==> config.mk <==
export PLATFORM = sky130hd
export DESIGN_NAME = uart_tx_engine
export DESIGN_NICKNAME = d
export VERILOG_FILES = /design/src/rtl/uart_tx_engine.sv
export SDC_FILE = /design/constraint.sdc
export NUM_CORES = 1
export LEC_CHECK = 0
export ABC_CLOCK_PERIOD_IN_PS = 2700
export CAP_MARGIN = 40
export CORE_MARGIN = 5
export CORE_UTILIZATION = 44
export CTS_CLUSTER_DIAMETER = 100
export DETAILED_ROUTE_END_ITERATION = 16
export PLACE_DENSITY = 0.67
export SETUP_SLACK_MARGIN = 0.15
export SKIP_LAST_GASP = 1
export SLEW_MARGIN = 20
export SYNTH_ARGS = -nofsm -noshare
export SYNTH_HDL_FRONTEND = slang
export SYNTH_SLANG_ARGS = --single-unit
==> constraint.sdc <==
create_clock -name clk -period 2.7 [get_ports clk]
set_input_delay 0.27 -clock clk [delete_from_list [all_inputs] [get_ports clk]]
set_output_delay 0.27 -clock clk [all_outputs]
set_load 0.05 [all_outputs]
==> src/rtl/uart_tx_engine.sv <==
// FIFO-buffered UART transmitter with an integrated baud counter and back-to-back framing.
// Define UART_TX_PARITY_EN to add a parity bit after the data bits.
module uart_tx_engine #(
    parameter int unsigned DATA_BITS    = 8,
    parameter int unsigned CLKS_PER_BIT = 16,
    parameter int unsigned STOP_BITS    = 1,
    parameter int unsigned FIFO_DEPTH   = 8
) (
    input  logic                               clk,
    input  logic                               rst,
    input  logic [DATA_BITS-1:0]               wr_data,
    input  logic                               wr_valid,
    output logic                               wr_ready,
    input  logic                               parity_odd,
    output logic                               tx,
    output logic                               busy,
    output logic                               tx_done,
    output logic                               fifo_full,
    output logic                               fifo_empty,
    output logic [$clog2(FIFO_DEPTH+1)-1:0]    fifo_count
);
    localparam int unsigned PTR_W  = $clog2(FIFO_DEPTH);
    localparam int unsigned CNT_W  = $clog2(FIFO_DEPTH + 1);
    localparam int unsigned BAUD_W = $clog2(CLKS_PER_BIT);
    localparam int unsigned IDX_W  = $clog2(DATA_BITS);

    localparam logic [BAUD_W-1:0] BAUD_LAST = BAUD_W'(CLKS_PER_BIT - 1);
    localparam logic [BAUD_W-1:0] BAUD_PRE  = BAUD_W'(CLKS_PER_BIT - 2);
    localparam logic [IDX_W-1:0]  DATA_LAST = IDX_W'(DATA_BITS - 1);
    localparam logic [IDX_W-1:0]  STOP_LAST = IDX_W'(STOP_BITS - 1);
    localparam logic [CNT_W-1:0]  DEPTH_C   = CNT_W'(FIFO_DEPTH);

    typedef enum logic [2:0] {
        IDLE,
        START,
        DATA,
`ifdef UART_TX_PARITY_EN
        PARITY,
`endif
        STOP
    } state_e;

    state_e                state_q;
    logic [DATA_BITS-1:0]  sreg_q;
    logic [BAUD_W-1:0]     baud_q;
    logic [IDX_W-1:0]      idx_q;
    logic                  tx_q;
    logic                  done_q;
    logic [DATA_BITS-1:0]  mem_q [FIFO_DEPTH];
    logic [PTR_W-1:0]      wr_ptr_q;
    logic [PTR_W-1:0]      rd_ptr_q;
    logic [CNT_W-1:0]      count_q;
    logic [CNT_W-1:0]      count_d;
    logic                  bit_end;
    logic                  stop_end;
    logic                  push;
    logic                  pop;

    assign fifo_full  = (count_q == DEPTH_C);
    assign fifo_empty = (count_q == '0);
    assign wr_ready   = !fifo_full;
    assign fifo_count = count_q;
    assign busy       = (state_q != IDLE);
    assign tx         = tx_q;
    assign tx_done    = done_q;

    assign bit_end  = (baud_q == BAUD_LAST);
    assign stop_end = (state_q == STOP) && bit_end && (idx_q == STOP_LAST);
    assign push     = wr_valid && !fifo_full;
    // The last stop cycle reloads directly so consecutive frames have no idle gap.
    assign pop      = !fifo_empty && ((state_q == IDLE) || stop_end);

    always_comb begin
        count_d = count_q;
        if (push && !pop) begin
            count_d = count_q + CNT_W'(1);
        end else if (pop && !push) begin
            count_d = count_q - CNT_W'(1);
        end
    end

    always_ff @(posedge clk or posedge rst) begin
        if (rst) begin
            wr_ptr_q <= '0;
            rd_ptr_q <= '0;
            count_q  <= '0;
        end else begin
            if (push) wr_ptr_q <= wr_ptr_q + PTR_W'(1);
            if (pop)  rd_ptr_q <= rd_ptr_q + PTR_W'(1);
            count_q <= count_d;
        end
    end

    always_ff @(posedge clk) begin
        if (push) mem_q[wr_ptr_q] <= wr_data;
    end

`ifdef UART_TX_PARITY_EN
    logic par_q;
`else
    logic unused_parity_odd;
    assign unused_parity_odd = parity_odd;
`endif

    always_ff @(posedge clk or posedge rst) begin
        if (rst) begin
            state_q <= IDLE;
            sreg_q  <= '0;
            baud_q  <= '0;
            idx_q   <= '0;
            tx_q    <= 1'b1;
            done_q  <= 1'b0;
`ifdef UART_TX_PARITY_EN
            par_q   <= 1'b0;
`endif
        end else begin
            done_q <= 1'b0;
            baud_q <= bit_end ? '0 : baud_q + BAUD_W'(1);
            if (pop) begin
                state_q <= START;
                sreg_q  <= mem_q[rd_ptr_q];
                baud_q  <= '0;
                idx_q   <= '0;
                tx_q    <= 1'b0;
`ifdef UART_TX_PARITY_EN
                par_q   <= (^mem_q[rd_ptr_q]) ^ parity_odd;
`endif
            end else begin
                case (state_q)
                    IDLE: begin
                        baud_q <= '0;
                        tx_q   <= 1'b1;
                    end
                    START: begin
                        if (bit_end) begin
                            state_q <= DATA;
                            tx_q    <= sreg_q[0];
                        end
                    end
                    DATA: begin
                        if (bit_end) begin
                            if (idx_q == DATA_LAST) begin
                                idx_q <= '0;
`ifdef UART_TX_PARITY_EN
                                state_q <= PARITY;
                                tx_q    <= par_q;
`else
                                state_q <= STOP;
                                tx_q    <= 1'b1;
`endif
                            end else begin
                                idx_q  <= idx_q + IDX_W'(1);
                                sreg_q <= sreg_q >> 1;
                                tx_q   <= sreg_q[1];
                            end
                        end
                    end
`ifdef UART_TX_PARITY_EN
                    PARITY: begin
                        if (bit_end) begin
                            state_q <= STOP;
                            tx_q    <= 1'b1;
                        end
                    end
`endif
                    STOP: begin
                        if (bit_end) begin
                            if (idx_q == STOP_LAST) state_q <= IDLE;
                            else                    idx_q   <= idx_q + IDX_W'(1);
                        end
                        // Registered strobe: raise it one cycle early so it lands on the final stop cycle.
                        if ((baud_q == BAUD_PRE) && (idx_q == STOP_LAST)) done_q <= 1'b1;
                    end
                    default: state_q <= IDLE;
                endcase
            end
        end
    end
endmodule

* Word level (Yosys, flattened, before mapping)
Memory sizes are Yosys's and may differ from the RTL's.
Index checks and enable logic that the tools add are counted.
** Storage, ports and cells
- Memories kept :: 1
- Output and inout port bits :: 10
- Flip-flop bits (word level) :: 30
- Memory bits (writable) :: 64
- Bits of input ports :: 12
- Logic and storage cells :: 88
** Operators by class
- Add/sub/neg operators :: 6
- Multiplexer cells :: 32
- Reductions and logical operators :: 25
- Equality and inequality tests :: 15
** Memory list
- mem_q :: words 8, bits a word 8, read ports 1, clocked after Yosys merged registers in 0, write ports 1, RTL line 49 : logic [DATA_BITS-1:0] mem_q [FIFO_DEPTH];
** Operators by type and width (number)
- $mux 3 :: 11
- $mux 8 :: 4
- $mux 4 :: 5
- $ne 3x3->1 const B :: 5
- $eq 4x4->1 const B :: 3
- $pmux 3 s4 :: 1
- $add 3x1->3 const B :: 3
- $mux 1 :: 9
- $add 4x1->4 const B :: 2
- $logic_and 1x1->1 :: 7
- $eq 3x2->1 const B :: 2
- $logic_not 3->1 :: 2
- $pmux 3 s2 :: 1
- $reduce_and 3->1 :: 2
- $reduce_and 6->1 :: 1
- $reduce_bool 2->1 :: 3
- $reduce_bool 3->1 :: 2
- $logic_not 1->1 :: 4
- $logic_not 4->1 :: 1
- $ne 2x2->1 const B :: 2
- $reduce_and 4->1 :: 1
- $reduce_bool 4->1 :: 1
- $sub 4x1->4 const B :: 1
- $eq 3x1->1 const B :: 1
- 4 further kinds :: 4

* Longest topological paths before layout
Gate-level depths: netlist (run 1).
- Word-level depth :: 8
- Depth in mapped cells :: 14

* Worst setup path after synthesis (run 1)
Ideal clock, no wire load.
- Path kind :: reg2reg
- From :: register count_q[3], in the netlist fifo_count[3]
- To :: register count_q[3], in the netlist fifo_count[3]
- Stages on the path, launching flop included :: 14
- Buffers on the path :: 2
- Period minus slack after synthesis :: 3.131 ns
- Setup slack :: -0.431 ns
- Data required time :: 2.558 ns
- Data arrival time :: 2.988 ns
- Library setup time :: 0.142 ns
- Cell sequence :: dfrtp_1 -> or4_4 -> buf_6 -> inv_2 -> nor2_2 -> buf_6 -> inv_1 -> ha_1 -> inv_1 -> ha_1 -> a21o_1 -> a21oi_1 -> mux2i_1 -> xnor2_1
** Between the ends
- Word-level cells in the longest chain between the ends :: 6
** Ends and longest elaborated chain
- start, declared :: RTL line 52 : logic [CNT_W-1:0] count_q;
- start signal, assigned :: RTL line 90 : count_q <= count_d;
- $logic_not 4->1 (*) :: RTL line 60 : assign fifo_empty = (count_q == '0);
- via fifo_empty :: RTL line 19 : output logic fifo_empty,
- $logic_not 1->1 (*) :: RTL line 71 : assign pop = !fifo_empty && ((state_q == IDLE) || stop_end);
- $logic_and 1x1->1 (*) :: RTL line 71
- $logic_not 1->1 :: RTL line 75 : if (push && !pop) begin
- $logic_and 1x1->1 :: RTL line 75
- $mux 4 or $reduce_bool 2->1 (tied branches)
Mark *: on every way through the listed nets, which the timed path passes. The rest lies on a longest branch. The select of a mux whose other input is x is not followed.
A chain may end at the register's enable or synchronous reset.

* Worst setup path in the final report (run 1)
- From :: register count_q[1], in the netlist fifo_count[1]
- To :: register count_q[3], in the netlist fifo_count[3]
** Between the ends
- Word-level cells in the longest chain between the ends :: 6
** Ends and longest elaborated chain
- branches (longest 6 deep; another with $sub 4x1->4)
Parallel ways; which one is timed is not known. The select of a mux whose other input is x is not followed.

==> results of run 1 <==
registers in the layout, indices dropped and copies added (netlist names):
name        flops
mem_q          64
sreg_q          8
baud_q          4
fifo_count      4
idx_q           3
rd_ptr_q        3
wr_ptr_q        3
state_q         2
tx              1
tx_done         1
layer usage:
layer / vias to the layer above / routed length [um]
met3: 13 / 229
met4: 0 / 122
li1: 1030 / -
met2: 44 / 3550
met1: 1124 / 3070
met5: - / 0
power by group through the flow:
stage                     sequential, mW  combinational, mW  clock (mW)
after global routing                1.88              0.830        1.04
final                               1.86              0.768       0.953
after global placement              1.88              0.762           0
after CTS                           1.86              0.779       0.982
after detailed placement            1.89              0.784           0
after floorplan                     1.97              0.425           0
through the flow:
stage | setup WS [ps] | hold slack (ps) | instances | utilization | setup TNS (ps)
floorplan | -1.66 | 347 | 254 | - | -1.66
global placement | 279 | 491 | 388 | 0.494 | 0
detailed placement | 230 | 488 | 388 | 0.494 | 0
CTS | 220 | 143 | 404 | 0.517 | 0
global route | 182 | 171 | 405 | 0.519 | 0
finish | 285 | 147 | 405 | 0.519 | 0
placed cells by master, fill, tap and decap left out, types with 8 or more instances in the layout:
master,n
edfxtp_1,64
mux2i_1,28
dfrtp_1,24
clkdlybuf4s50_1,19
mux4_2,16
nor2_1,13
ha_1,12
buf_4,12
inv_1,11
nor3_1,10
clkbuf_8,9
nand2_1,8
kinds of logic after synthesis:
| group | share of synthesized area |
|---|---|
| DFF | 0.651 |
| muxes | 0.169 |
| and+or+nand+nor | 0.0600 |
| buffers and inverters | 0.0261 |
| AOI/OAI and AO/OA | 0.0280 |
| adders and majority gates | 0.0480 |
| xor gates and xnor gates | 0.0172 |
area by class of cell:
type	instances	area [um^2]
clock buffer	10	128
inverter	14	62.6
fill	756	4380
clock inverter	6	82.6
timing repair buffer	33	304
tap	111	139
multi-input combinational	138	1360
sequential	93	2650
worst paths after layout:
check                      slack, ps             to
min reg2reg                      500  fifo_count[3]
max reg2reg                      290  fifo_count[3]
max                              290  fifo_count[3]
min in group clk                 500  fifo_count[3]
max in group asynchronous       1910             tx
min                              150    wr_ptr_q[0]
timing repair:
| item | in CTS | in global routing |
|---|---|---|
| gates resized for setup | 1 | 1 |
| hold endpoints to repair | 0 | 0 |
| endpoints found under the setup margin | 1 | 1 |
==> out/results.ini, run 1 <==
[setup_path]
rr_startpoint=fifo_count[1]
crit_buf_inv=3
path_delay_family=simple AND/OR/NAND/NOR gates
path_cells=or4_4 -> inv_8 -> nor2_4 -> inv_2 -> ha_4 -> inv_4 -> ha_4 -> a21o_1 -> a21oi_2 -> mux2i_1 -> xnor2_1
startpoint_type=register
r2r.worst_path.cells=11
path_class=reg -> reg
cp_max_fo=7
critPathSlowestCell=or4_4
startpoint=fifo_count[1]
endpoint_kind=register
cp.arrival_ps=2690
crit_cells=11
worstPathRequired_ps=2980
cp_common_cell=ha_4
critPathMaxStageDelay_ps=640

[clocking]
cts_max_level=3
cts_buffers=9
clock_sinks=93
postCtsHoldBufs=0
cts_root_buf=clkbuf_8
cts_tree=built
post-cts-setup-buffers=0
clock_path_buffers=2
cts.clk_slew.worst_paths_ps=90
clk-insertion-delay-late_ps=360

[power_and_ir_drop]
ir_drop_uv=377
sw_frac_of_total=0.301
p_leak_nw=1.67
power_density_mw_per_mm2=758
finalPower_mw=3.58
pwr-share-clk=0.266
p_int_mw=2.50
p_comb_frac=0.214
power_switching_mw=1.08
power_frac_seq=0.519

[timing]
finalHoldViolCount=0
slew_headroom=0.631
finalCriticalPeriod_ps=2410
finalClockSkew_ps=12.2
rsz0062_at_grt=no
finalSetupViolCount=0
finalCritPeriodShare=0.894
fmax_ghz=0.414
slew_violations=0
tightest_slew_ps=554

[global_route]
antenna_found_initial=0
grt_pass1_vias=2222
busiest_layer=met2
grtUsageMet2=0.229
met1_usage=0.170
grt_pass1_wl_mm=11.5
overflow=0
grt_use_total=0.136
gr-usage-met3=0.0340
grt_max_degree=23

[detailed_routing]
post-route-drc-count=0
num_vias=2211
drt_iter0_markers=115
post_drt_wl_per_cell_um=17.2
firstDrtPassIters=4
drt-total-wl_mm=6.97
ant_nets=0
avgViaCountPerCell=5.46

[synthesis]
yosysMostFrequentCell=edfxtp_1
yosysUniqueCellTypes=37
syn_area_per_cell_um2=16.0
synth_warnings=0
synth-edff-count=64
async_flop_share=0.312
synth-seq-cells=93
synthDominantCellAreaShare=0.472
syn-cell-area_mm2=0.00407
ys.flop_type=edfxtp_1
ys_seq_area_frac=0.651
synth_common_cells=edfxtp_1 (64), dfrtp_1 (28), mux2i_1 (28)
syn_nets=281
yosysTopAreaCell=edfxtp_1
syn_inst=254
yosys-top-cells-area=edfxtp_1 (47%), dfrtp_1 (17%), mux4_2 (8.9%), mux2i_1 (6.9%), ha_1 (4.3%)

[run_status]
status=completed

[run]
max_cap_violations=0

[cells_and_area]
nNetsFinal=316
diodes=0
stdcell_area_mm2=0.00473
drive_gt1_frac=0.214
area_growth_pct=16.2

[die]
die-area_mm2=0.0113
core_region_area_mm2=0.00911
dieWidth_um=106
io_pins=22
initial_utilization=0.447
die-height_um=106
num_rows=35

[place]
postPlaceCellArea_mm2=0.00450
post-dp-hpwl_mm=4.53
routabilityCongestion=0.756
port_buffers=20

[min_path]
hold_class=in -> async

(Power assumes the default switching activity.)
==> run 2: changes to the inputs <==
REMOVE_ABC_BUFFERS = 1   (was unset)
==> out/results.ini, run 2 (synthesis results as in run 1) <==
[power_and_ir_drop]
p_leak_nw=1.73  ; was 1.67 nW
p_int_mw=2.46  ; was 2.50 mW
ir_drop_uv=346  ; was 377 uV
power_frac_seq=0.512  ; was 0.519
power_switching_mw=1.12  ; was 1.08 mW
finalPower_mw=3.58  ; about the same
pwr-share-clk=0.250  ; was 0.266
sw_frac_of_total=0.312  ; was 0.301
power_density_mw_per_mm2=747  ; was 758 mW/mm^2
p_comb_frac=0.238  ; was 0.214

[detailed_routing]
avgViaCountPerCell=5.35  ; was 5.46
ant_nets=0  ; unchanged
met2_length_mm=3.70  ; was 3.55 mm
post_drt_wl_per_cell_um=17.2  ; about the same
num_vias=2245  ; was 2211
wl_met1_mm=3.22  ; was 3.07 mm
drt-total-wl_mm=7.23  ; was 6.97 mm
firstDrtPassIters=4  ; unchanged
highest_layer=met4  ; unchanged
post-route-drc-count=0  ; unchanged
drt_iter0_markers=136  ; was 115
met3_length_um=209  ; was 229 um

[cells_and_area]
nNetsFinal=331  ; was 316
drive_gt1_frac=0.256  ; was 0.214
diodes=0  ; unchanged
fillCellCount=778  ; was 756
stdcell_area_mm2=0.00479  ; was 0.00473 mm^2
largest_reg_flops=64  ; unchanged
top_register=mem_q  ; unchanged
area_growth_pct=17.8  ; was 16.2%
reg_top3=mem_q x64, sreg_q x8  ; unchanged
final_cell_mix=edfxtp_1 (64), mux2i_1 (28), dfrtp_1 (28), buf_4 (28), clkdlybuf4s50_1 (19)  ; was edfxtp_1 (64), mux2i_1 (28), dfrtp_1 (24), clkdlybuf4s50_1 (19), mux4_2 (16)
final_common_cell=edfxtp_1  ; unchanged

[timing]
rsz0062_at_grt=yes  ; was no
finalHoldViolCount=0  ; unchanged
finalSetupViolCount=0  ; unchanged
setup_ws_ps=239  ; was 285 ps
slew_violations=0  ; unchanged
fmax_ghz=0.406  ; was 0.414 GHz
slew_headroom=0.439  ; was 0.631
tightest_slew_ps=841  ; was 554 ps
finalClockSkew_ps=12.5  ; was 12.2 ps
finalCriticalPeriod_ps=2460  ; was 2410 ps
finalCritPeriodShare=0.911  ; was 0.894

[setup_path]
critPathSlowestCell=clkdlybuf4s50_1  ; was or4_4
path_delay_family=buffers and inverters  ; was simple AND/OR/NAND/NOR gates
path_class=reg -> out  ; was reg -> reg
rr_startpoint=fifo_count[2]  ; was fifo_count[1]
r2r.worst_path.cells=11  ; unchanged
critPathMaxStageDelay_ps=800  ; was 640 ps
startpoint=state_q[1]  ; was fifo_count[1]
cp.arrival_ps=2190  ; was 2690 ps
crit_buf_inv=5  ; was 3
startpoint_type=register  ; unchanged
worstPathRequired_ps=2430  ; was 2980 ps
cp_max_fo=6  ; was 7
crit_cells=6  ; was 11
path_cells=buf_4 -> inv_1 -> ha_1 -> buf_4 -> inv_1 -> clkdlybuf4s50_1  ; was or4_4 -> inv_8 -> nor2_4 -> inv_2 -> ha_4 -> inv_4 -> ha_4 -> a21o_1 -> a21oi_2 -> mux2i_1 -> xnor2_1
endpoint_kind=output pin  ; was register

[die]
die-height_um=106  ; unchanged
die-area_mm2=0.0113  ; unchanged
io_pins=22  ; unchanged
initial_utilization=0.447  ; unchanged
num_rows=35  ; unchanged
core_region_area_mm2=0.00911  ; unchanged
dieWidth_um=106  ; unchanged

[global_route]
grt_pass1_vias=2317  ; was 2222
antenna_found_initial=0  ; unchanged
grt_max_degree=30  ; was 23
overflow=0  ; unchanged
grt_use_total=0.138  ; was 0.136
grt_pass1_wl_mm=11.8  ; was 11.5 mm

[run_status]
status=completed  ; unchanged

[min_path]
hold_class=in -> async  ; unchanged

[place]
routabilityCongestion=0.821  ; was 0.756
post-dp-hpwl_mm=4.64  ; was 4.53 mm
place_ws_ps=45.9  ; was 230 ps
port_buffers=20  ; unchanged
postPlaceCellArea_mm2=0.00446  ; was 0.00450 mm^2

[clocking]
postCtsHoldBufs=0  ; unchanged
cts_buffers=9  ; unchanged
cts_root_buf=clkbuf_8  ; unchanged
cts_tree=built  ; unchanged
cts.clk_slew.worst_paths_ps=100  ; was 90 ps
clock_sinks=93  ; unchanged
clk-insertion-delay-late_ps=360  ; about the same
cts_max_level=3  ; unchanged
clock_path_buffers=2  ; unchanged

[run]
max_cap_violations=0  ; unchanged

==> run 2: power groups by stage <==
stage	logic [mW]	registers [mW]	clock network (mW)
2_1_floorplan	0.382	1.96	0
3_3_place_gp	0.748	1.86	0
3_5_place_dp	0.770	1.87	0
4_1_cts	0.807	1.84	0.917
5_1_grt	0.920	1.86	0.970
6_report	0.852	1.83	0.894
==> run 2: tightest hold or removal path: stages <==
cell	delay [ps]
clkdlybuf4s50_1	390
inv_1	50
buf_4	340
==> run 2: area by class of cell <==
cell class                 instances  area, um^2  area share
clock inverter                     7        70.1      0.0146
inverter                          14        55.1      0.0115
sequential                        93        2650       0.553
timing repair buffer              48         409      0.0854
tap                              111         139      0.0290
multi-input combinational        138        1350       0.281
clock buffer                       9         124      0.0258
==> run 2: final timing paths <==
check	endpoint	slack, ps
max	busy	240
min	fifo_count[0]	270
max reg2reg	fifo_count[3]	250
min reg2reg	baud_q[0]	520
max in group asynchronous	tx	2110
min in group clk	baud_q[0]	520
==> run 2: timing repair <==
| item | 4_1_cts | 5_1_grt |
|---|---|---|
| endpoints found under the setup margin | 2 | 1 |
| gates resized for setup | 4 | 10 |
| setup buffers | 4 | 10 |
| pin swaps | 1 | 7 |
==> run 2: through the flow <==
step | instances | util | hold WS (ps) | setup TNS [ps]
after global routing | 420 | 0.526 | 321 | 0
after detailed placement | 390 | 0.489 | 503 | 0
after CTS | 410 | 0.515 | 282 | 0
after floorplan | 245 | - | 347 | -533
final | 420 | 0.526 | 269 | 0
after global placement | 390 | 0.489 | 499 | 0
==> run 2: routing by layer <==
metal	vias up	track usage
met5	-	0
met4	0	0.0453
met3	7	0.0310
met2	35	0.227
met1	1142	0.180
li1	1061	-
==> variant (config.mk and constraints of run 2) <==
Change the parameter `FIFO_DEPTH` from 8 to 16.
--- a/src/rtl/uart_tx_engine.sv
+++ b/src/rtl/uart_tx_engine.sv
@@ -4,7 +4,7 @@
     parameter int unsigned DATA_BITS    = 8,
     parameter int unsigned CLKS_PER_BIT = 16,
     parameter int unsigned STOP_BITS    = 1,
-    parameter int unsigned FIFO_DEPTH   = 8
+    parameter int unsigned FIFO_DEPTH   = 16
 ) (
     input  logic                               clk,
     input  logic                               rst,
Interface: changed (resized fifo_count); port bits go from 22 to 23. The function was not compared with the original's and may differ.
==> variant against run 2 <==
Area after synthesis is 70% higher. Largest cell class unchanged. Wire length is 80% higher. Count of clock-buffer cells in the layout increased by 9. Total power up 81%. Cell area rose by 69%. First-iteration DRC count grew 110%. Final cell count rose by 60%. Worst setup slack gained 38 ps. Sequential cell count grew 67. Highest routed layer unchanged. Non-clock buffer count grew 10. Clock skew decreased by 5.1 ps.
==> variant: results (changes against run 2) <==
status: completed
GRT Total Usage: 15.3% (+1.5 points)
cell leakage power: 0.00294 uW (+71%)
clkbuf count: 18 (+9)
R2R setup slack: 280 ps (+30 ps)
Worst Path Max Fanout: 5 (-1)
post-DP HPWL: 8560 um (+85%)
fin cells: 673 (+60%)
Reg2Reg Depth: 9 (-2)
Placement Setup Slack: -1.81 ps (-47.7 ps)
placed insts: 632 (+62%)
Worst Setup SP: fifo_count[3]
Post-Synth XOR/XNOR Area: 1.39% (-0.33 points)
crit path capture: fifo_count[3]
FF+latch area: 4650 sq um (+76%)
CTS clk-pin slew, worst paths: 60 ps (-40 ps)
Clock buf/inv share: 6.88% (+2.8 points)
global-route wire length before repair: 20700 um (+75%)
latest clock arrival within the worst-skew pair: 420 ps (+60 ps)
signal buffers share of area: 6.12% (-2.4 points)
bufs w/o clock: 58 (+21%)
max reg flops: 128 (+100%)
Commonest cells post-synth: edfxtp_1, mux2i_1, dfrtp_1
Area contributors post-synth: edfxtp_1, dfrtp_1, mux4_2, mux2i_1, ha_1
largest net degree at the start of global routing: 34 (+13%)
share of layout cells above drive strength 1: 27.5% (+1.9 points)
Inverters, non-clock: 16 (+2)
Synth Area in Compound Gates: 3.02% (+0.22 points)
Avg Cell Area, Syn: 17.8 sq um (+11%)
via count: 3582 (+60%)
Fin Clk Skew: 7.47 ps (-5.08 ps)
Post-layout nets: 480 (+45%)
mux contribution to synthesized area: 17.2% (+0.25 points)
sw frac: 27.9% (-3.3 points)
number of flops mapped to enable cells by yosys: 128 (+100%)
total wire length after detailed routing: 13000 um (+80%)
iteration-0 DRC count of the detailed router: 291 (+110%)
root buf cell: clkbuf_16
vias in the first global route: 3658 (+58%)
CTS Buf Count: 17 (+8)
Seq/Total Area, Yosys: 67.2% (+2.1 points)
FFs w/ async S/R, synth: 20.0% (-11 points)
multi-input gates: 196 (+42%)
Port Buffers: 21 (+5.0%)
Arr. time, crit path: 2720 ps (+530 ps)
Cell variety after synth: 52 (+41%)
FFs & Latches: 160 (+72%)
[variant: changes by cell type after synthesis, moves of 4 or more]
cell,run 2,this run
mux2i_1,28,34
edfxtp_1,64,128
nor2_1,13,18
mux4_1,0,4
buf_12,0,4
o21ai_1,0,5
mux4_2,16,28
mux2_2,2,9
ha_1,14,18
[variant: repair_timing]
item                       4_1_cts  5_1_grt
pin swaps                        0        4
setup buffers                    1        7
hold buffers                     0        0
gates cloned                     0        0
setup endpoints to repair        5        2
resized for setup                6       11
[variant: per-layer routing]
layer	GRT usage (%)	wire, um
met1	20.1	5590
met2	25.2	6690
met3	4.16	634
met4	4.14	79
met5	0	0
[variant: worst max-delay path, stage by stage (launching register included)]
cell and delay (ps):
dfrtp_1 420, or3_1 390, o31a_1 280, ha_2 210, inv_2 120, ha_1 260, a21o_1 190, a21oi_1 180
xor2_1 170, o21ai_0 90
[variant: worst min-delay path by stage]
stage / end / depth (start not counted)
2_1_floorplan: mem_q[0][0] / 0
3_3_place_gp: baud_q[0] / 1
3_5_place_dp: tx / 2
4_1_cts: fifo_count[1] / 3
5_1_grt: fifo_count[3] / 3
6_report: fifo_count[1] / 3
[variant: through the flow]
stage | hold slack [ps] | power (uW) | instance area [sq um]
2_1_floorplan | 369 | 3770 | 6750
3_3_place_gp | 491 | 4110 | 7370
3_5_place_dp | 514 | 4190 | 7450
4_1_cts | 256 | 6450 | 8020
5_1_grt | 312 | 6780 | 8120
6_report | 245 | 6490 | 8120
[variant: power groups by stage]
stage	Sequential (uW)	Combinational, uW	Clock (uW)
after floorplan	3230	535	0
after global placement	3100	1010	0
after detailed placement	3120	1080	0
after CTS	3070	1070	2310
after global routing	3090	1250	2440
final	3070	1140	2280
